`config.mk`:
```
export PLATFORM = sky130hd
export DESIGN_NAME = fir_band_sequencer
export DESIGN_NICKNAME = d
export VERILOG_FILES = /design/src/rtl/fir_band_sequencer.sv
export SDC_FILE = /design/constraint.sdc
export NUM_CORES = 1
export LEC_CHECK = 0
export ABC_AREA = 0
export ABC_CLOCK_PERIOD_IN_PS = 11650
export BUFFER_PORTS_ARGS = -buffer_cell sky130_fd_sc_hd__buf_4
export CELL_PAD_IN_SITES_DETAIL_PLACEMENT = 1
export CELL_PAD_IN_SITES_GLOBAL_PLACEMENT = 1
export CORE_MARGIN = 2
export CORE_UTILIZATION = 38
export DETAILED_ROUTE_END_ITERATION = 8
export GPL_TIMING_DRIVEN = 0
export PLACE_DENSITY = 0.69
export SLEW_MARGIN = 40
export SYNTH_ARGS = -nofsm -noshare
export SYNTH_HDL_FRONTEND = slang
export SYNTH_SLANG_ARGS = --single-unit
```
`constraint.sdc`:
```
create_clock -name clk_slow -period 11.65 [get_ports clk_slow]
set_input_delay 2.33 -clock clk_slow [delete_from_list [all_inputs] [get_ports clk_slow]]
set_output_delay 2.33 -clock clk_slow [all_outputs]
set_load 0.01 [all_outputs]
```
`src/rtl/fir_band_sequencer.sv`:
```
// Multi-band FIR sequencer. Each accepted sample is written into a circular
// history buffer, then BANDS dot products of TAPS taps each are computed
// serially (one tap per cycle) against an external combinational coefficient
// ROM. Samples, coefficients and results are sign-magnitude Q0.9.
//
// Ports:
//   clk_slow          - clock, all state updates on its rising edge
//   rst               - synchronous active-high reset
//   in_data/in_valid  - input sample stream; in_ready high only while idle
//   coef_band/idx     - ROM address, zero outside the accumulate phase
//   coef_data         - ROM data for the current address (same cycle)
//   out_data/out_band - band result and its index, held until out_ready
//   out_valid         - result valid
//   busy              - high whenever not idle
module fir_band_sequencer #(
  parameter int unsigned TAPS  = 30,
  parameter int unsigned BANDS = 4
) (
  input  logic       clk_slow,
  input  logic       rst,
  input  logic [9:0] in_data,
  input  logic       in_valid,
  output logic       in_ready,
  output logic [1:0] coef_band,
  output logic [4:0] coef_idx,
  input  logic [9:0] coef_data,
  output logic [9:0] out_data,
  output logic [1:0] out_band,
  output logic       out_valid,
  input  logic       out_ready,
  output logic       busy
);

  localparam int unsigned PtrW = (TAPS > 1) ? $clog2(TAPS) : 1;

  typedef enum logic [1:0] {StIdle, StCalc, StOut} state_e;

  state_e state_q, state_d;

  logic [9:0]      samples_q [TAPS];
  logic            samp_we;
  logic [PtrW-1:0] wr_ptr_q, wr_ptr_d;
  logic [PtrW-1:0] newest_q, newest_d;
  logic [PtrW-1:0] tap_q, tap_d;
  logic [1:0]      band_q, band_d;
  logic [23:0]     acc_q, acc_d;
  logic [9:0]      out_data_q, out_data_d;
  logic [1:0]      out_band_q, out_band_d;
  logic            out_valid_q, out_valid_d;

  logic            last_tap;
  logic            last_band;
  logic [PtrW-1:0] rd_idx;
  logic [9:0]      sample;
  logic [17:0]     prod_mag;
  logic [23:0]     term;
  logic [23:0]     acc_sum;
  logic [23:0]     acc_abs;
  logic [23:0]     mag_full;
  logic [8:0]      res_mag;
  logic            res_sign;

  assign last_tap  = (tap_q == PtrW'(TAPS - 1));
  assign last_band = (band_q == 2'(BANDS - 1));

  // Tap k reads the sample k steps older than the newest, wrapping mod TAPS.
  assign rd_idx = (newest_q >= tap_q) ? (newest_q - tap_q)
                                      : (newest_q + PtrW'(TAPS) - tap_q);
  assign sample = samples_q[rd_idx];

  // Zero magnitudes give a zero product, so -0 needs no special handling.
  assign prod_mag = 18'(sample[8:0]) * 18'(coef_data[8:0]);
  assign term     = (sample[9] ^ coef_data[9]) ? -24'(prod_mag) : 24'(prod_mag);
  assign acc_sum  = acc_q + term;

  // Result: |acc| >> 9 saturated to 9 bits; never emit -0.
  assign acc_abs  = acc_sum[23] ? -acc_sum : acc_sum;
  assign mag_full = acc_abs >> 9;
  assign res_mag  = (mag_full > 24'd511) ? 9'h1ff : mag_full[8:0];
  assign res_sign = acc_sum[23] && (res_mag != 9'd0);

  // State register
  always_ff @(posedge clk_slow) begin
    if (rst) state_q <= StIdle;
    else     state_q <= state_d;
  end

  // Next-state logic
  always_comb begin
    state_d = state_q;
    unique case (state_q)
      StIdle:  if (in_valid) state_d = StCalc;
      StCalc:  if (last_tap) state_d = StOut;
      StOut:   if (out_ready) state_d = last_band ? StIdle : StCalc;
      default: state_d = StIdle;
    endcase
  end

  // Outputs decoded from state
  always_comb begin
    in_ready  = 1'b0;
    busy      = 1'b1;
    coef_band = 2'd0;
    coef_idx  = 5'd0;
    unique case (state_q)
      StIdle: begin
        in_ready = 1'b1;
        busy     = 1'b0;
      end
      StCalc: begin
        coef_band = band_q;
        coef_idx  = 5'(tap_q);
      end
      default: ;
    endcase
  end

  // Datapath next-state
  always_comb begin
    samp_we     = 1'b0;
    wr_ptr_d    = wr_ptr_q;
    newest_d    = newest_q;
    tap_d       = tap_q;
    band_d      = band_q;
    acc_d       = acc_q;
    out_data_d  = out_data_q;
    out_band_d  = out_band_q;
    out_valid_d = out_valid_q;
    unique case (state_q)
      StIdle: begin
        if (in_valid) begin
          samp_we  = 1'b1;
          newest_d = wr_ptr_q;
          wr_ptr_d = (wr_ptr_q == PtrW'(TAPS - 1)) ? '0 : wr_ptr_q + PtrW'(1);
          acc_d    = '0;
          band_d   = 2'd0;
          tap_d    = '0;
        end
      end
      StCalc: begin
        acc_d = acc_sum;
        tap_d = tap_q + PtrW'(1);
        if (last_tap) begin
          tap_d       = '0;
          out_data_d  = {res_sign, res_mag};
          out_band_d  = band_q;
          out_valid_d = 1'b1;
        end
      end
      StOut: begin
        if (out_ready) begin
          out_valid_d = 1'b0;
          if (!last_band) begin
            band_d = band_q + 2'd1;
            acc_d  = '0;
            tap_d  = '0;
          end
        end
      end
      default: ;
    endcase
  end

  always_ff @(posedge clk_slow) begin
    if (rst) begin
      for (int i = 0; i < int'(TAPS); i++) samples_q[i] <= '0;
      wr_ptr_q    <= '0;
      newest_q    <= '0;
      tap_q       <= '0;
      band_q      <= 2'd0;
      acc_q       <= '0;
      out_data_q  <= '0;
      out_band_q  <= 2'd0;
      out_valid_q <= 1'b0;
    end else begin
      if (samp_we) samples_q[wr_ptr_q] <= in_data;
      wr_ptr_q    <= wr_ptr_d;
      newest_q    <= newest_d;
      tap_q       <= tap_d;
      band_q      <= band_d;
      acc_q       <= acc_d;
      out_data_q  <= out_data_d;
      out_band_q  <= out_band_d;
      out_valid_q <= out_valid_d;
    end
  end

  assign out_data  = out_data_q;
  assign out_band  = out_band_q;
  assign out_valid = out_valid_q;

endmodule

```
; ---- After elaboration in Yosys (flattened, before gate mapping)
; Memory sizes are Yosys's and may differ from the RTL's.
; Index checks and enable logic that the tools add are counted.
[word_totals]
reg_bits = 56
ram_bits = 300
input_bits = 24
out_inout_bits = 22
mem_count = 1
[mem_list]
columns = memory, words, width, rd, rd_clocked_by_memory_dff, write_ports, line
row1 = samples_q, 30, 10, 1, 0, 30, 40  ; logic [9:0] samples_q [TAPS];
[op_classes]
addsub = 9
multipliers = 1
order_cmp = 2
eq_ne = 9
mux = 40
n_bitwise = 1
reduce_logical = 13
[ops]
columns = op, n
row1 = 2-to-1 mux 24 bit, 5
row2 = case mux 24 bit (3 select lines), 1
row3 = 2-to-1 mux 5 bit, 8
row4 = adder 24 bit, 1
row5 = negation 18 -> 24 bit, 1
row6 = negation 24 bit, 1
row7 = multiplier 9 x 9 -> 18 bit, 1
row8 = > comparator 15 x 9 -> 1 bit (second input constant), 1
row9 = case mux 5 bit (3 select lines), 1
row10 = 2-to-1 mux 2 bit, 7
row11 = 2-to-1 mux 1 bit, 13
row12 = adder 5 x 1 -> 5 bit (second input constant), 2
row13 = equality test 5 bit (second input constant), 2
row14 = 2-to-1 mux 10 bit, 1
row15 = OR reduction 10 bit, 1
row16 = subtractor 5 bit, 2
row17 = 2-to-1 mux 9 bit, 1
row18 = nonzero test 9 bit, 1
row19 = != test 2 bit (second input constant), 4
row20 = AND reduction 4 bit, 2
row21 = case mux 2 bit (3 select lines), 1
row22 = AND reduction 3 bit, 2
row23 = adder 5 bit (second input constant), 1
row24 = greater-or-equal comparator 5 bit, 1
row25 = 11 further kinds, 14

; ---- Logic depth before layout (Yosys ltp)
; Gate-level depths: netlist of run 1.
; An unclocked memory read counts as a cell.
[logic_depth]
depth_word = 14
mapped_depth = 49
depth_no_buf = 45

; ---- Worst setup path after synthesis of run 1
; OpenSTA, ideal clock, no wires.
[synth_path]
kind = reg2reg
from = reg tap_q[0]
to = reg out_data_q[0], in the netlist out_data[0]
t_arrival_ns = 10.538
required_ns = 11.515
setup_slack_ns = 0.977
path_stages_with_launch = 48
n_path_buf = 5
synth_period_minus_slack_ns = 10.673
cell_sequence = dfxtp_1 > ha_1 > fa_1 > clkbuf_1 > inv_1 > nor3_2 > a21oi_2 > nand2_1 > buf_4 > buf_6 > buf_2 > buf_2 > mux4_2 > nand2_1 > nand3_1 > a31oi_1 > nor2b_1 > fa_1 > [... 12 more ...] > a2111oi_1 > and3_1 > nand2_1 > nor2_1 > nor2_1 > xnor2_1 > ha_1 > a21o_1 > a21o_1 > a211oi_1 > o21bai_1 > a21oi_1 > o21ai_0 > xnor2_1 > nor4_1 > nand3_1 > a21oi_2 > a211oi_1
[synth_via]
elab_chain_cells = 11
word_cells_on_any_way = 16
[synth_lines]
columns = element, line
row1 = start: declaration, 44  ; logic [PtrW-1:0] tap_q, tap_d;
row2 = start signal: assignment, 179  ; tap_q <= tap_d;
row3 = subtractor 5 bit (tied with other cells), 68  ; : (newest_q + PtrW'(TAPS) - tap_q);
row4 = 2-to-1 mux 5 bit, 67  ; assign rd_idx = (newest_q >= tap_q) ? (newest_q - tap_q)
row5 = memory (30 x 10 bit), n/a
row6 = multiplier 9 x 9 -> 18 bit, 72  ; assign prod_mag = 18'(sample[8:0]) * 18'(coef_data[8:0]);
row7 = negation 18 -> 24 bit, 73  ; assign term = (sample[9] ^ coef_data[9]) ? -24'(prod_mag) : 24'(prod_mag);
row8 = 2-to-1 mux 24 bit, 73
row9 = adder 24 bit, 74  ; assign acc_sum = acc_q + term;
row10 = negation 24 bit, 77  ; assign acc_abs = acc_sum[23] ? -acc_sum : acc_sum;
row11 = 2-to-1 mux 24 bit, 77
row12 = > comparator 15 x 9 -> 1 bit, 79  ; assign res_mag = (mag_full > 24'd511) ? 9'h1ff : mag_full[8:0];
row13 = 2-to-1 mux 9 bit, 79
row14 = end signal: assignment, 182  ; out_data_q <= out_data_d;
row15 = end: declaration, 47  ; logic [9:0] out_data_q, out_data_d;
; Several ways; a longest one is shown, not always the timed one.
; A chain may end at the register's enable or synchronous reset.

; ---- Worst setup path in the final report of run 1
[layout_path]
from = reg newest_q[0]
to = reg out_data_q[5], in the netlist out_data[5]
[layout_via]
elab_chain_cells = 12
word_cells_on_any_way = 15
[layout_lines]
columns = element, line
row1 = start: declaration, 43  ; logic [PtrW-1:0] newest_q, newest_d;
row2 = start signal: assignment, 178  ; newest_q <= newest_d;
row3 = adder 5 bit, 68
row4 = subtractor 5 bit, 68
row5 = 2-to-1 mux 5 bit *, 67
row6 = memory (30 x 10 bit) *, n/a
row7 = multiplier 9 x 9 -> 18 bit, 72
row8 = negation 18 -> 24 bit, 73
row9 = 2-to-1 mux 24 bit *, 73
row10 = adder 24 bit *, 74
row11 = negation 24 bit, 77
row12 = 2-to-1 mux 24 bit *, 77
row13 = > comparator 15 x 9 -> 1 bit, 79
row14 = 2-to-1 mux 9 bit *, 79
; Every way passes the cells marked *; elsewhere a longest branch is shown, timed or not.

==> results.md, run 1 <==
* Status: completed
* DR WL/cell at 23.2 um
* Die area at 61200 sq um
* Critical Path Source Type: flop
* Final setup vio count at 0
* Main flop type after synthesis: edfxtp_1
* R2R setup slack at 0.42 ns
* Slowest CP cell: fa_1
* Post-Place Setup Slack at -1.94 ns
* Initial DRC Count at 828
* R2R Path End: out_data[5]$_SDFFE_PP0P_
* Largest cells by area after synthesis: edfxtp_1 (43%), and2_1 (8.8%), mux4_2 (6.6%), dfxtp_1 (5.0%), fa_1 (4.7%)
* Top cell type's share of synthesized area at 42.7%
* Floorplan core area at 58800 sq um
* Final hold vios at 0
* Most common cell after layout, fill and taps aside: edfxtp_1
* Leak at 10.0 nW
* Row cnt at 89
* CTS root buf: clkbuf_16
* Sink Count at 376
* Non-filler cells, final at 2937
* Slew of the pin with the lowest slew margin at 0.830 ns
* Placed insts at 2836
* Number of CTS-inserted buffers at 44
* Peak supply drop at 0.000562 V
* DR pass1 iterations at 5
* Worst setup path startpoint: newest_q[0]$_SDFFE_PP0P_
* Highest Clock Rate at 89.1 MHz
* Vias post-DR at 16200
* DRC at 0
* Cell Area, Synth at 22500 sq um
* Max-slew headroom at 44.7%
* Crit path max fanout at 10
* Synth async-reset ratio at 0%
* GRT Residual Overflow at 0
* Mean area per synthesized cell at 11.2 sq um
* Crit-path max cell delay at 0.56 ns
* PortBufs at 44
* Synthesized netlist cell count at 2019
* GRT Resource Usage Total at 22.7%
* First-pass GRT wire length at 105000 um
* Largest net degree at the start of global routing at 14
* Gpl congestion at 0.876
* Final #Nets at 2292
* Crit path kind: flop to flop
* Crit. End Element: flop
* CTS hold repair buffers at 0
* Avg Vias per Cell at 5.51
* Pwr/cell area at 300 nW/um^2
* Clock Pin Slew Worst Setup and Hold Paths at 0.05 ns
* Post-Syn Nets at 2177
* Post-route clock period utilization at 96.4%
* Final design utilization at 44.4%
* Clk_skew at 0.0199 ns
* Post-synth EDFFs at 320
* Most frequent cells in the layout: edfxtp_1 (320), and2_1 (317), nand2_1 (140), nor2_1 (124), inv_1 (110)
* CTS H-tree lvls at 2
* R2R depth at 43
* Final min period at 11.23 ns
* CTS tree: done
* Area Overhead vs Synth at 15.9%
* HP Class: flop to flop
* Yosys warns at 0
* Number of max-cap violations at 0
* CP Data Arrival Time at 11.65 ns
* Initial Util at 38.3%
* Synth cell types at 78
* Initial antenna violation count at 0
* Fin. max-slew vios at 0
* CP Data Required Time at 12.07 ns
* Diode count at 0
* Top-level I/O count at 46
* WL final at 68100 um
* Vias in the first global route at 17500
* Worst R2R Start: newest_q[0]$_SDFFE_PP0P_
* Worst skew pair latency at 0.58 ns
* CTS max path bufs at 3
* Layout cells sized above 1 at 16.5%
* Largest area contributor in the netlist: edfxtp_1
* Die Width at 247 um
* Fin worst setup slack at 0.422 ns
* Detail Placement HPWL at 49800 um
* Routed Antenna Nets at 0
* Share of the yosys chip area belonging to registers at 47.7%
* Setup crit end: out_data[5]$_SDFFE_PP0P_
* Die height at 247 um
* Register bit count reported by yosys at 376
## worst min-delay path by stage
stage,startpoint,to,slack [ns],cells after the start
floorplan,newest_q[0]$_SDFFE_PP0P_,newest_q[0]$_SDFFE_PP0P_,0.44,2
global placement,out_band[0]$_SDFFE_PP0P_,out_band[0]$_SDFFE_PP0P_,0.45,2
detailed placement,newest_q[4]$_SDFFE_PP0P_,newest_q[4]$_SDFFE_PP0P_,0.46,2
CTS,newest_q[4]$_SDFFE_PP0P_,newest_q[4]$_SDFFE_PP0P_,0.47,2
global route,out_data[5]$_SDFFE_PP0P_,out_data[5]$_SDFFE_PP0P_,0.49,2
finish,out_band[0]$_SDFFE_PP0P_,out_band[0]$_SDFFE_PP0P_,0.46,2
## cells in the mapped netlist, types with 25 or more instances
master	instances
mux4_2	66
xnor2_1	44
a22oi_1	29
edfxtp_1	320
a31oi_1	25
nand3_1	34
clkbuf_1	102
fa_1	53
nor2_1	130
nand2_1	142
or2_2	34
dfxtp_1	56
a21oi_1	62
nor2b_1	57
and2_1	316
inv_1	111
ha_1	81
nand2b_1	39
## metal layers
layer	track usage [%]	up-vias	routed length (um)
met4	8.81	0	2690
met3	2.98	139	2730
met1	28.3	8298	28600
li1	-	7380	-
met2	39.9	370	34100
met5	0	-	0
## worst max-delay path: cells and delay by family, from the launching register on
kind	cells	cell delay, ns
compound gates	17	3.39
xor+xnor	2	0.52
fa+ha+maj	8	2.99
buf+inv	10	2.32
flops	1	0.33
mux	1	0.29
simple gates	5	1.20
## flip-flops by register name (all words and copies together) (netlist names)
name       flops
band_q         2
acc_q         24
wr_ptr_q       5
tap_q          5
out_valid      1
out_band       2
out_data      10
newest_q       5
state_q        2
samples_q    320
## stage by stage
stage	power, mW	TNS, ns	cell area [sq um]	hold WS (ns)
6_report	7.82	0	26100	0.460
5_1_grt	8.45	-0.0390	26100	0.494
4_1_cts	7.54	0	25700	0.465
3_5_place_dp	6.00	-24.54	23900	0.459
3_3_place_gp	5.87	-30.08	23800	0.450
2_1_floorplan	4.88	0	22500	0.436
## kinds of logic after synthesis
kind of cell    Yosys count  share of synthesized area (%)
simple gates            833                           20.1
flops                   376                           47.7
compound gates          287                           8.93
buf+inv                 243                           4.30
fa+ha+maj               134                           9.21
mux                      84                           7.41
xor+xnor                 62                           2.41
## where the power goes
group          total, mW  internal (mW)  switching [mW]
registers           1.55           1.52          0.0283
clock network       1.32          0.748           0.574
logic               4.95           1.94            3.02
total               7.82           4.20            3.62
## layout make-up
class	count	area [sq um]
Sequential cell	376	10700
Fill cell	6347	32700
Multi-Input combinational cell	1401	11400
Tap cell	773	967
Clock buffer	54	1160
Clock inverter	22	163
Timing Repair Buffer	69	534
Inverter	112	420
Buffer	130	679
## timing repair
item	4_1_cts	5_1_grt
endpoints found under the hold margin	0	0
resized for setup	68	78
setup buffers	14	11
gates cloned	1	0
endpoints found under the setup margin	23	14
pin swaps	6	21
Power figures use the tool's default switching activity.
==> run 2: changes to the inputs <==
- BUFFER_PORTS_ARGS: -buffer_cell sky130_fd_sc_hd__buf_4 -> -buffer_cell sky130_fd_sc_hd__clkbuf_2
- CORE_ASPECT_RATIO: unset -> 1.2
==> results.md, run 2 (synthesized netlist as in run 1, its figures left out) <==
* Status: completed
* Hold Path Origin: out_band[1]$_SDFFE_PP0P_
* Row cnt at 97
* Avg Vias per Cell at 5.50
* GRT Residual Overflow at 0
* GRT Resource Usage Total at 22.9%
* CTS max path bufs at 3
* Worst setup path startpoint: newest_q[0]$_SDFFE_PP0P_
* Reg power frac at 19.6%
* Layout cells sized above 1 at 16.8%
* Worst skew pair latency at 0.58 ns
* Peak supply drop at 0.000280 V
* DR WL/cell at 23.5 um
* CTS H-tree lvls at 2
* Multi-input gate area at 11400 sq um
* First-pass GRT wire length at 105000 um
* Die area at 61200 sq um
* CTS root buf: clkbuf_16
* Clk_skew at 0.0210 ns
* Final min period at 11.21 ns
* HP Class: flop to flop
* R2R depth at 45
* Worst path depth at 45
* Worst R2R Start: newest_q[0]$_SDFFE_PP0P_
* Crit path kind: flop to flop
* CTS tree: done
* Pwr/cell area at 302 nW/um^2
* Biggest register: samples_q
* Placed insts at 2857
* Number of CTS-inserted buffers at 43
* Final hold vios at 0
* Top-level I/O count at 46
* WL final at 69600 um
* Clock power share at 17.6%
* Post-route clock period utilization at 96.2%
* Filler instances at 6320
* Final #Nets at 2299
* Fin worst setup slack at 0.441 ns
* Final setup vio count at 0
* Worst Hold End: out_band[1]$_SDFFE_PP0P_
* Delay-heaviest family, CP: adder cells
* WP buf/inv at 14
* Detail Placement HPWL at 50900 um
* Max FFs per register at 320
* Comb power frac at 62.8%
* Largest net degree at the start of global routing at 13
* CP dominant cell by count: fa_1
* Hold Path Depth at 2
* Crit-path max cell delay at 0.58 ns
* Highest Clock Rate at 89.2 MHz
* Most frequent cells in the layout: edfxtp_1 (320), and2_1 (316), nand2_1 (140), nor2_1 (124), inv_1 (110)
* Register Area at 10700 sq um
* Number of max-cap violations at 0
* Area Overhead vs Synth at 16.1%
* Max-slew headroom at 42.3%
* Vias in the first global route at 17500
* Die Width at 226 um
* CP Data Required Time at 12.13 ns
* Fin. max-slew vios at 0
* Switch Pwr at 3.63 mW
* DR pass1 iterations at 5
* Vias post-DR at 16300
* Worst hold slack at 0.461 ns
* DRC at 0
* Gpl congestion at 0.879
* Slowest CP cell: fa_1
* Pwr Total at 7.91 mW
* Die height at 271 um
* Crit path max fanout at 10
* Floorplan core area at 58500 sq um
* Initial Util at 38.5%
* Initial antenna violation count at 1
* Sink Count at 376
* Switching Share at 45.9%
* Clock Pin Slew Worst Setup and Hold Paths at 0.06 ns
* Crit. End Element: flop
* R2R Path End: out_data[7]$_SDFFE_PP0P_
* CP Data Arrival Time at 11.69 ns
* Routed Antenna Nets at 0
* Slew of the pin with the lowest slew margin at 0.866 ns
* Initial DRC Count at 1149
* R2R setup slack at 0.44 ns
* Critical Path Source Type: flop
* Leak at 10.1 nW
* Post-Place Setup Slack at -1.80 ns
* Most common cell after layout, fill and taps aside: edfxtp_1
* PortBufs at 44
* Non-filler cells, final at 2966
* P_int at 4.28 mW
run 2: cell count changes in the layout (fill, tap and decap cells not counted), moves of 3 or more:
cell,before,now
buf_12,5,8
buf_2,8,12
buf_4,68,29
bufinv_16,2,6
clkbuf_2,9,53
clkbuf_4,6,3
clkinv_2,11,8
run 2: worst max path at each step:
stage	to	slack [ns]
2_1_floorplan	out_data[0]$_SDFFE_PP0P_	0.98
6_report	out_data[7]$_SDFFE_PP0P_	0.44
3_3_place_gp	out_data[0]$_SDFFE_PP0P_	-2.00
4_1_cts	out_data[5]$_SDFFE_PP0P_	0.003
5_1_grt	out_data[9]$_SDFFE_PP0P_	-0.05
3_5_place_dp	out_data[7]$_SDFFE_PP0P_	-1.80
run 2: power groups by stage:
stage / Clock (mW) / Sequential [mW] / Combinational (mW)
floorplan: 0 / 1.56 / 3.32
global placement: 0 / 1.57 / 4.33
detailed placement: 0 / 1.57 / 4.46
CTS: 1.40 / 1.55 / 4.65
global route: 1.45 / 1.55 / 5.48
finish: 1.39 / 1.55 / 4.97
run 2: stage by stage:
step | TNS (ns) | instance area, sq um | utilization [%]
6_report | 0 | 26100 | 44.7
5_1_grt | -0.140 | 26100 | 44.7
4_1_cts | 0 | 25600 | 43.8
3_5_place_dp | -21.75 | 23800 | 40.7
3_3_place_gp | -26.76 | 23700 | 40.6
2_1_floorplan | 0 | 22500 | -
run 2: worst min-delay path: stages, from the launching register on:
cell and delay, ns:
dfxtp_1 0.31, nand2_1 0.05, a21oi_1 0.05
run 2: what timing repair did:
item	in CTS	in global routing
setup buffers	12	20
hold buffers	0	0
resized for setup	59	79
pin swaps	7	23
endpoints found under the setup margin	23	12
gates cloned	0	0
run 2: final cells by class:
type	count	area share [%]
timing repair buffer	78	2.07
multi-input combinational	1400	43.5
tap	792	3.79
clock inverter	23	1.04
clock buffer	54	4.36
sequential	376	41.1
buffer	130	2.57
antenna	1	0.00957
inverter	112	1.62
run 2: metal layers:
| layer | vias up | wire length (um) | track usage, % |
|---|---|---|---|
| li1 | 7394 | - | - |
| met1 | 8328 | 27000 | 26.8 |
| met2 | 421 | 36200 | 40.9 |
| met3 | 161 | 2680 | 2.47 |
| met4 | 0 | 3730 | 11.9 |
| met5 | - | 0 | 0 |
==> run 3: changes to the inputs <==
- RECOVER_POWER: unset -> 25
==> results.md, run 3 (synthesized netlist as in run 1, its figures left out) <==
* Status: completed
* Initial antenna violation count at 1
* Crit path max fanout at 10
* Worst skew pair latency at 0.58 ns
* Highest Clock Rate at 89.3 MHz
* Row cnt at 97
* Clock Pin Slew Worst Setup and Hold Paths at 0.06 ns
* Crit-path max cell delay at 0.58 ns
* PortBufs at 44
* Delay-heaviest family, CP: adder cells
* Clk_skew at 0.0222 ns
* Fin. max-slew vios at 0
* Wire length on met3 at 2600 um
* DR pass1 iterations at 5
* CTS hold repair buffers at 0
* Final setup vio count at 0
* DRC at 0
* Final min period at 11.20 ns
* CP dominant cell by count: fa_1
* WL final at 69700 um
* Crit. End Element: flop
* Most common cell after layout, fill and taps aside: edfxtp_1
* WL met1 at 27000 um
* Slew of the pin with the lowest slew margin at 1.01 ns
* Most frequent cells in the layout: edfxtp_1 (320), and2_1 (315), nand2_1 (140), clkbuf_1 (124), nor2_1 (124)
* Post-Place Setup Slack at -1.80 ns
* Number of max-cap violations at 0
* Top-level I/O count at 46
* Pwr/cell area at 303 nW/um^2
* Worst R2R Start: newest_q[0]$_SDFFE_PP0P_
* Final design utilization at 44.6%
* Avg Vias per Cell at 5.50
* GRT Resource Usage Total at 22.9%
* Die area at 61200 sq um
* WL met2 at 36600 um
* Final hold vios at 0
* Gpl congestion at 0.879
* Area Overhead vs Synth at 15.9%
* Leak at 9.99 nW
* Crit path kind: flop to flop
* CP Data Arrival Time at 11.69 ns
* Critical Path Source Type: flop
* Biggest register: samples_q
* Peak supply drop at 0.000280 V
* Die height at 271 um
* Routed Antenna Nets at 0
* CTS H-tree lvls at 2
* Number of CTS-inserted buffers at 43
* WP buf/inv at 14
* Post-route clock period utilization at 96.2%
* Max FFs per register at 320
* Die Width at 226 um
* CTS max path bufs at 3
* Slowest CP cell: fa_1
* Hold Path Origin: out_band[1]$_SDFFE_PP0P_
* Initial Util at 38.5%
* Floorplan core area at 58500 sq um
* Detail Placement HPWL at 50900 um
* Sink Count at 376
* Setup TNS Final at 0 ns
* Final #Nets at 2299
* Vias post-DR at 16300
* CTS root buf: clkbuf_16
* Top Metal Used: met4
* CTS tree: done
* GRT Residual Overflow at 0
* HP Class: flop to flop
* Largest net degree at the start of global routing at 13
* First-pass GRT wire length at 105000 um
* DR WL/cell at 23.5 um
* CP Data Required Time at 12.13 ns
* Fin worst setup slack at 0.446 ns
* Initial DRC Count at 1219
* Vias in the first global route at 17500
* Max-slew headroom at 32.5%
* Worst setup path startpoint: newest_q[0]$_SDFFE_PP0P_
* Layout cells sized above 1 at 14.9%
==> run 3: cell count changes in the layout (fill, tap and decap cells not counted), moves of 14 or more <==
cell / change
or2_2: -14
clkbuf_2: -25
or2_0: +14
clkbuf_1: +26
==> run 3: report_power, final <==
| part | internal, mW | leakage, nW | switching [mW] |
|---|---|---|---|
| Sequential | 1.52 | 3.73 | 0.0275 |
| Combinational | 1.93 | 5.57 | 3.03 |
| Clock | 0.825 | 0.693 | 0.567 |
| Total | 4.28 | 9.99 | 3.63 |
==> run 3: final cells by class <==
class                           instances  area, sq um
Buffer                                130          672
Timing Repair Buffer                   78          507
Clock inverter                         23          272
Clock buffer                           54         1140
Sequential cell                       376        10700
Fill cell                            6332        32400
Inverter                              112          424
Tap cell                              792          991
Multi-Input combinational cell       1400        11400
Antenna cell                            2         5.00
==> run 3: repair_timing <==
action | in CTS | in global routing
pin swaps | 7 | 23
setup buffers | 12 | 20
gates resized for setup | 59 | 79
endpoints found under the setup margin | 23 | 12
==> run 3: layer usage <==
layer  global-route usage (%)  vias up
met5                        0        -
met1                     26.8     8351
met4                     11.9        0
met3                     2.47      145
met2                     40.9      425
li1                         -     7400
==> run 3: metrics by stage <==
step | instance area (sq um) | hold slack [ns] | power (mW) | cells
3_5_place_dp | 23800 | 0.453 | 6.04 | 2857
2_1_floorplan | 22500 | 0.436 | 4.88 | 2019
5_1_grt | 26100 | 0.488 | 8.49 | 2965
4_1_cts | 25600 | 0.461 | 7.60 | 2945
6_report | 26100 | 0.462 | 7.90 | 2967
3_3_place_gp | 23700 | 0.451 | 5.90 | 2855
==> run 3: worst paths after layout <==
check | to | slack (ns) | cells after the start
worst max-delay path | out_data[7]$_SDFFE_PP0P_ | 0.45 | 45
worst min-delay path | out_band[1]$_SDFFE_PP0P_ | 0.46 | 2
worst max register to register | out_data[7]$_SDFFE_PP0P_ | 0.45 | 45
worst min register to register | out_band[1]$_SDFFE_PP0P_ | 0.46 | 2
==> run 3: worst reg2reg max path: cells and delay by family (launching register included) <==
family,cells,cell delay (ns)
compound gates,14,2.49
mux,1,0.33
flops,1,0.33
fa+ha+maj,7,3.15
buf+inv,14,3.05
simple gates,6,1.20
xor+xnor,3,0.59
